$ cat config.mk
export PLATFORM = sky130hd
export DESIGN_NAME = sound_fx
export DESIGN_NICKNAME = d
export VERILOG_FILES = /design/src/rtl/sound_fx.sv
export SDC_FILE = /design/constraint.sdc
export NUM_CORES = 1
export LEC_CHECK = 0
export BUFFER_PORTS_ARGS = -buffer_cell sky130_fd_sc_hd__buf_4
export CELL_PAD_IN_SITES_DETAIL_PLACEMENT = 0
export CELL_PAD_IN_SITES_GLOBAL_PLACEMENT = 1
export CORE_UTILIZATION = 48
export CTS_CLUSTER_DIAMETER = 200
export DETAILED_ROUTE_END_ITERATION = 7
export GPL_TIMING_DRIVEN = 0
export PLACE_DENSITY = 0.81
export SLEW_MARGIN = 30
export SYNTH_ARGS = -nofsm -noshare
export SYNTH_HDL_FRONTEND = slang
export SYNTH_SLANG_ARGS = --single-unit
$ cat constraint.sdc
create_clock -name clk -period 3.2 [get_ports clk]
set_input_delay 0.32 -clock clk [delete_from_list [all_inputs] [get_ports clk]]
set_output_delay 0.32 -clock clk [all_outputs]
set_load 0.05 [all_outputs]
$ cat src/rtl/sound_fx.sv
// Turns the ball engine's hit strobes into fixed-length square-wave beeps on one speaker pin.
// Paddle beeps (play_sound2) pre-empt wall/brick beeps; only one beep sounds at a time.
module sound_fx #(
  parameter int unsigned TONE1_DIV  = 28409,
  parameter int unsigned TONE2_DIV  = 14205,
  parameter int unsigned DUR_CYCLES = 2500000
) (
  input  logic       clk,
  input  logic       reset,
  input  logic       play_sound1,
  input  logic       play_sound2,
  input  logic       mute,
  output logic       speaker,
  output logic [1:0] tone_active
);

  typedef enum logic [1:0] {
    IDLE  = 2'b00,
    TONE1 = 2'b01,
    TONE2 = 2'b10
  } state_t;

  localparam logic [15:0] DIV1_M1 = 16'(TONE1_DIV - 1);
  localparam logic [15:0] DIV2_M1 = 16'(TONE2_DIV - 1);
  localparam logic [23:0] DUR_M1  = 24'(DUR_CYCLES - 1);

  state_t      state_q, state_d;
  logic [23:0] dur_cnt_q, dur_cnt_d;
  logic [15:0] half_cnt_q, half_cnt_d;
  logic        speaker_raw_q, speaker_raw_d;
  logic        s1_q, s1_d;
  logic        s2_q, s2_d;

  logic        start1;
  logic        start2;
  logic [15:0] div_m1;

  // NOTE: every signal driven here gets a default at the top so no path can infer a latch.
  always_comb begin
    state_d       = state_q;
    dur_cnt_d     = dur_cnt_q;
    half_cnt_d    = half_cnt_q;
    speaker_raw_d = speaker_raw_q;
    s1_d          = play_sound1;
    s2_d          = play_sound2;

    start1 = play_sound1 & ~s1_q;
    start2 = play_sound2 & ~s2_q;
    div_m1 = (state_q == TONE2) ? DIV2_M1 : DIV1_M1;

    if (start2) begin
      state_d       = TONE2;
      dur_cnt_d     = DUR_M1;
      half_cnt_d    = '0;
      speaker_raw_d = 1'b0;
    end else if (start1 && state_q != TONE2) begin
      state_d       = TONE1;
      dur_cnt_d     = DUR_M1;
      half_cnt_d    = '0;
      speaker_raw_d = 1'b0;
    end else if (state_q == IDLE) begin
      half_cnt_d    = '0;
      speaker_raw_d = 1'b0;
    end else if (dur_cnt_q == '0) begin
      // Last beep cycle: fall silent and leave the tone generator parked at zero.
      state_d       = IDLE;
      half_cnt_d    = '0;
      speaker_raw_d = 1'b0;
    end else begin
      dur_cnt_d = dur_cnt_q - 24'd1;
      if (half_cnt_q == div_m1) begin
        half_cnt_d    = '0;
        speaker_raw_d = ~speaker_raw_q;
      end else begin
        half_cnt_d = half_cnt_q + 16'd1;
      end
    end
  end

  // NOTE: sequential state uses non-blocking assignments so all flops update together at the edge.
  always_ff @(posedge clk or negedge reset) begin
    if (!reset) begin
      state_q       <= IDLE;
      dur_cnt_q     <= '0;
      half_cnt_q    <= '0;
      speaker_raw_q <= 1'b0;
      s1_q          <= 1'b0;
      s2_q          <= 1'b0;
    end else begin
      state_q       <= state_d;
      dur_cnt_q     <= dur_cnt_d;
      half_cnt_q    <= half_cnt_d;
      speaker_raw_q <= speaker_raw_d;
      s1_q          <= s1_d;
      s2_q          <= s2_d;
    end
  end

  // Mute is the only input allowed to reach the pin combinationally.
  assign speaker = speaker_raw_q & ~mute;

  always_comb begin
    tone_active = 2'b00;
    case (state_q)
      TONE1:   tone_active = 2'b01;
      TONE2:   tone_active = 2'b10;
      default: tone_active = 2'b00;
    endcase
  end

endmodule

; ---- Word-level counts from Yosys, hierarchy flattened
; Index checks and enable logic that the tools add are counted.
[word_totals]
wordCells = 48
reg_bits = 45
[classes]
n_bitwise = 7
n_eq_ne = 6
add_sub_neg = 2
muxes = 20
reduce_logical = 7
[op_table]
columns = op, n
row1 = $mux W24, 4
row2 = $mux W16, 5
row3 = $logic_not A24 Y1, 1
row4 = $sub A24 B1 Y24 const B, 1
row5 = $add A16 B1 Y16 const B, 1
row6 = $eq A16 B15 Y1, 1
row7 = $mux W15, 1
row8 = $mux W2, 4
row9 = $ne A3 B3 Y1 const B, 2
row10 = $mux W1, 5
row11 = $reduce_bool A5 Y1, 1
row12 = $not A1 Y1, 4
row13 = $pmux W2 S2, 1
row14 = $reduce_and A2 Y1, 2
row15 = $and A1 B1 Y1, 3
row16 = $reduce_bool A3 Y1, 1
row17 = $eq A2 B1 Y1 const B, 1
row18 = $eq A2 B2 Y1 const B, 1
row19 = $logic_not A2 Y1, 1
row20 = $ne A2 B2 Y1 const B, 1
row21 = $logic_and A1 B1 Y1, 1

; ---- Logic depth before layout (Yosys ltp)
[logic_depth]
ltp_word = 8
ltp_mapped = 9
depth_no_buf = 7

; ---- Worst setup path after synthesis
; Ideal clock, no wire load.
[synth_path]
path_kind = register to register
start = register dur_cnt_q[10]
end = register dur_cnt_q[7]
n_path_buf = 2
setup_time_ns = 0.131
synth_period_minus_slack_ns = 2.419
stages_incl_launch_ff = 8
required_time_ns = 3.069
slack_ns = 0.781
arrival_ns = 2.288
path_cell_list = dfrtp_1 > or4_4 > buf_6 > or4b_4 > buf_6 > o211ai_4 > nor4_2 > or3_1
[synth_via]
elab_chain_len = 3
[synth_lines]
columns = item, line
row1 = from (decl), 28  ; logic [23:0] dur_cnt_q, dur_cnt_d;
row2 = from (signal assigned), 91  ; dur_cnt_q <= dur_cnt_d;
row3 = $logic_not A24 Y1, 64  ; end else if (dur_cnt_q == '0) begin
row4 = $ne A3 B3 Y1 (no source line), --
row5 = $reduce_and A2 Y1 (no source line), --
; Every way passes these cells.
; A chain may end at the register's enable or synchronous reset.

; ---- Final worst setup path
[layout_path]
start = register dur_cnt_q[10]
end = register half_cnt_q[0]
[layout_via]
elab_chain_len = 5
[layout_lines]
columns = item, line
row1 = $logic_not A24 Y1, 64
row2 = $mux W16, 64
row3 = $mux W16, 61  ; end else if (state_q == IDLE) begin
row4 = $mux W16, 56  ; end else if (start1 && state_q != TONE2) begin
row5 = $mux W16, 51  ; if (start2) begin
row6 = named net half_cnt_d[0], 29  ; logic [15:0] half_cnt_q, half_cnt_d;
row7 = to (signal assigned), 92  ; half_cnt_q <= half_cnt_d;
row8 = to (decl), 29
; The timed path passes the listed nets, and every way through them passes these cells.

==> flow_summary.toml <==
[status]
outcome = "complete, no violations"

[floorplan]
die_h_um = 72.40
start_util = 0.5003
ios = 8
die_x_um = 72.40
core-area_um2 = 4755
rows = 25
die_area_um2 = 5241

[global_routing]
grt_pass1_vias = 1666
overflow = 0
grt.total_usage = 0.2071
grt_pass1_wl_um = 8183
antenna_found_initial = 0
grt_max_degree = 46

[cts]
cts_setup_buffers = 0
path_clk_slew_ns = 0.08
cts_resized = 0
holdBufCountCts = 0
cts_tree = "yes"
clock_latency_ns = 0.30
h-tree-depth = 2
cts_buffer_depth = 2
cts_buffers = 5
root_buffer = "clkbuf_8"
cts_sinks = 45

[yosys]
ys_ff_latch = 45
syn_nets = 250
synth_area_leader_cell = "dfrtp_1"
yosys_most_used_dff = "dfrtp_1"
synth-edff-count = 0
synth.most_common_cell = "dfrtp_1"
synth_common_cells = "45 x dfrtp_1, 35 x nor2_1, 18 x xor2_1, 13 x nand2_1, 13 x nand3_1"
synth_top_area_frac = 0.4734
netlist_area_um2 = 2379
yosysWarnings = 0
synthArstFlopShare = 1.000
syn_area_per_cell_um2 = 9.829
ys_types = 42
synthTopCellsByArea = "dfrtp_1 47%, xor2_1 6.6%, nor2_1 5.5%, xnor2_1 3.7%, or3_1 2.9%"
synthCells = 242
ys_seq_area_frac = 0.4734

[cells_and_area]
area_growth_pct = 8.837
drive_above_1_share = 0.1059
num_antenna_cells = 0
fin_nets = 264

[timing]
max_freq_mhz = 379.9
slew_viol_final = 0
min_period_over_period = 0.8225
rsz0062_at_grt = "false"
fin_worst_skew_ns = 0.008261
worst_slew_pin_slew_ns = 0.9567
fin_tns_setup_ns = 0
layout_setup_ws_ns = 0.5681
hold_viol = 0
slew_headroom = 0.3457
min_period_ns = 2.632
setup_viol = 0

[drt]
drc = 0
num_vias = 1762
ant_nets = 0
avgViaCountPerCell = 5.472
routed_wirelength_um = 4701
routedWlPerCell_um = 14.60
first_pass_iters = 4
drtIter0Drc = 75

[worst_setup_path]
startpoint = "dur_cnt_q[10]$_DFFE_PN0P_"
end_kind = "register"
critical_path_class = "reg -> reg"
cp_data_required_time_ns = 3.38
reg2reg_slack_ns = 0.57
worst-path-max-fanout = 10
cp.arrival_ns = 2.81
r2r_start = "dur_cnt_q[10]$_DFFE_PN0P_"
crit_path_start_kind = "register"

[power]
power_frac_comb = 0.131
power_switching_uw = 296.9
p_leak_uw = 0.001012
power_density_nw_per_um2 = 416.3
internal_power_uw = 780.8
p_seq_frac = 0.566
p_sw_frac = 0.2755
peakVddDrop_v = 0.0002584
power.share.clock = 0.302

[flow_run]
cap_viol_max_count = 0

[placed_design]
routabilityCongestion = 0.7547
pre_cts_slack_ns = 0.5813
io_buffers = 7
dp_hpwl_um = 3218

[worst_hold_path]
min_path_type = "in -> async"
==> placed cells by master (no fill, tap or decap), drive strengths merged, types with 3 or more instances in the layout <==
master,instances
dfrtp,45
nor2,35
xor2,18
nand3,13
nand2,13
buf,13
or3,11
xnor2,10
clkbuf,10
inv,9
o21ai,8
nor3,7
o211ai,6
nor2b,5
nand3b,5
or4,5
nor4,5
nand4b,4
a21oi,4
o2111ai,4
nand2b,3
nand4,3
ha,3
==> worst paths after layout <==
path	to	cells past startpoint
max	half_cnt_q[0]$_DFF_PN0_	9
min	dur_cnt_q[16]$_DFFE_PN0P_	1
max reg2reg	half_cnt_q[0]$_DFF_PN0_	9
min reg2reg	half_cnt_q[0]$_DFF_PN0_	1
max in group asynchronous	dur_cnt_q[11]$_DFFE_PN0P_	1
min in group clk	s1_q$_DFF_PN0_	1
==> routing by layer <==
metal | wire length, µm | GRT usage | part of all wire
met5 | 0 | 0 | 0
met1 | 2506 | 0.3140 | 0.53
met3 | 122 | 0.04167 | 0.026
met4 | 77 | 0.07843 | 0.016
met2 | 1994 | 0.2908 | 0.42
==> flip-flops by register name (all words and copies together) (netlist names) <==
register,cells
s2_q,1
state_q,2
speaker_raw_q,1
half_cnt_q,16
s1_q,1
dur_cnt_q,24
==> kinds of logic (layout without fill, tap and decap cells) <==
group	Yosys count	in the layout	synth area share
DFF	45	45	0.4734
xor gates and xnor gates	28	28	0.1031
buffers and inverters	20	33	0.04365
AOI/OAI and AO/OA	27	27	0.08628
adders and majority gates	3	3	0.01578
and+or+nand+nor	119	119	0.2778
==> metrics by stage <==
step,area (µm²),util,total power (µW),hold WS [ns],std cells
final,2589,0.5445,1078,0.01594,322
after global routing,2589,0.5445,1131,0.05979,322
after CTS,2589,0.5445,1092,0.03289,322
after detailed placement,2515,0.5289,764.7,0.3615,316
after global placement,2515,0.5289,762.9,0.3653,316
after floorplan,2379,-,712.7,0.02441,242
==> worst max-delay path, cell delays in order, from the launching register on <==
cell     delay, ns
dfrtp_1       0.39
or4_4         0.54
buf_6         0.14
or4b_4        0.53
buf_6         0.16
o21ai_4       0.24
or3_1         0.15
buf_4         0.15
buf_6         0.15
nor2_1        0.05
==> final cells by class <==
cell class              count  area, µm²
repair buffers              7      52.55
clock inverters             1      5.005
clock buffers               5      68.82
flip-flops and latches     45       1126
inverters                   9      33.78
multi-input cells         177       1149
well taps                  67      83.83
plain buffers              11      70.07
fillers                   458       2166
==> power by group through the flow <==
stage	Clock (µW)	Combinational (µW)	Sequential (µW)
2_1_floorplan	0	95.7	617
3_3_place_gp	0	141	622
3_5_place_dp	0	143	622
4_1_cts	338	143	610
5_1_grt	357	159	615
6_report	326	141	610
No activity file was read; power rests on OpenSTA's default activity.
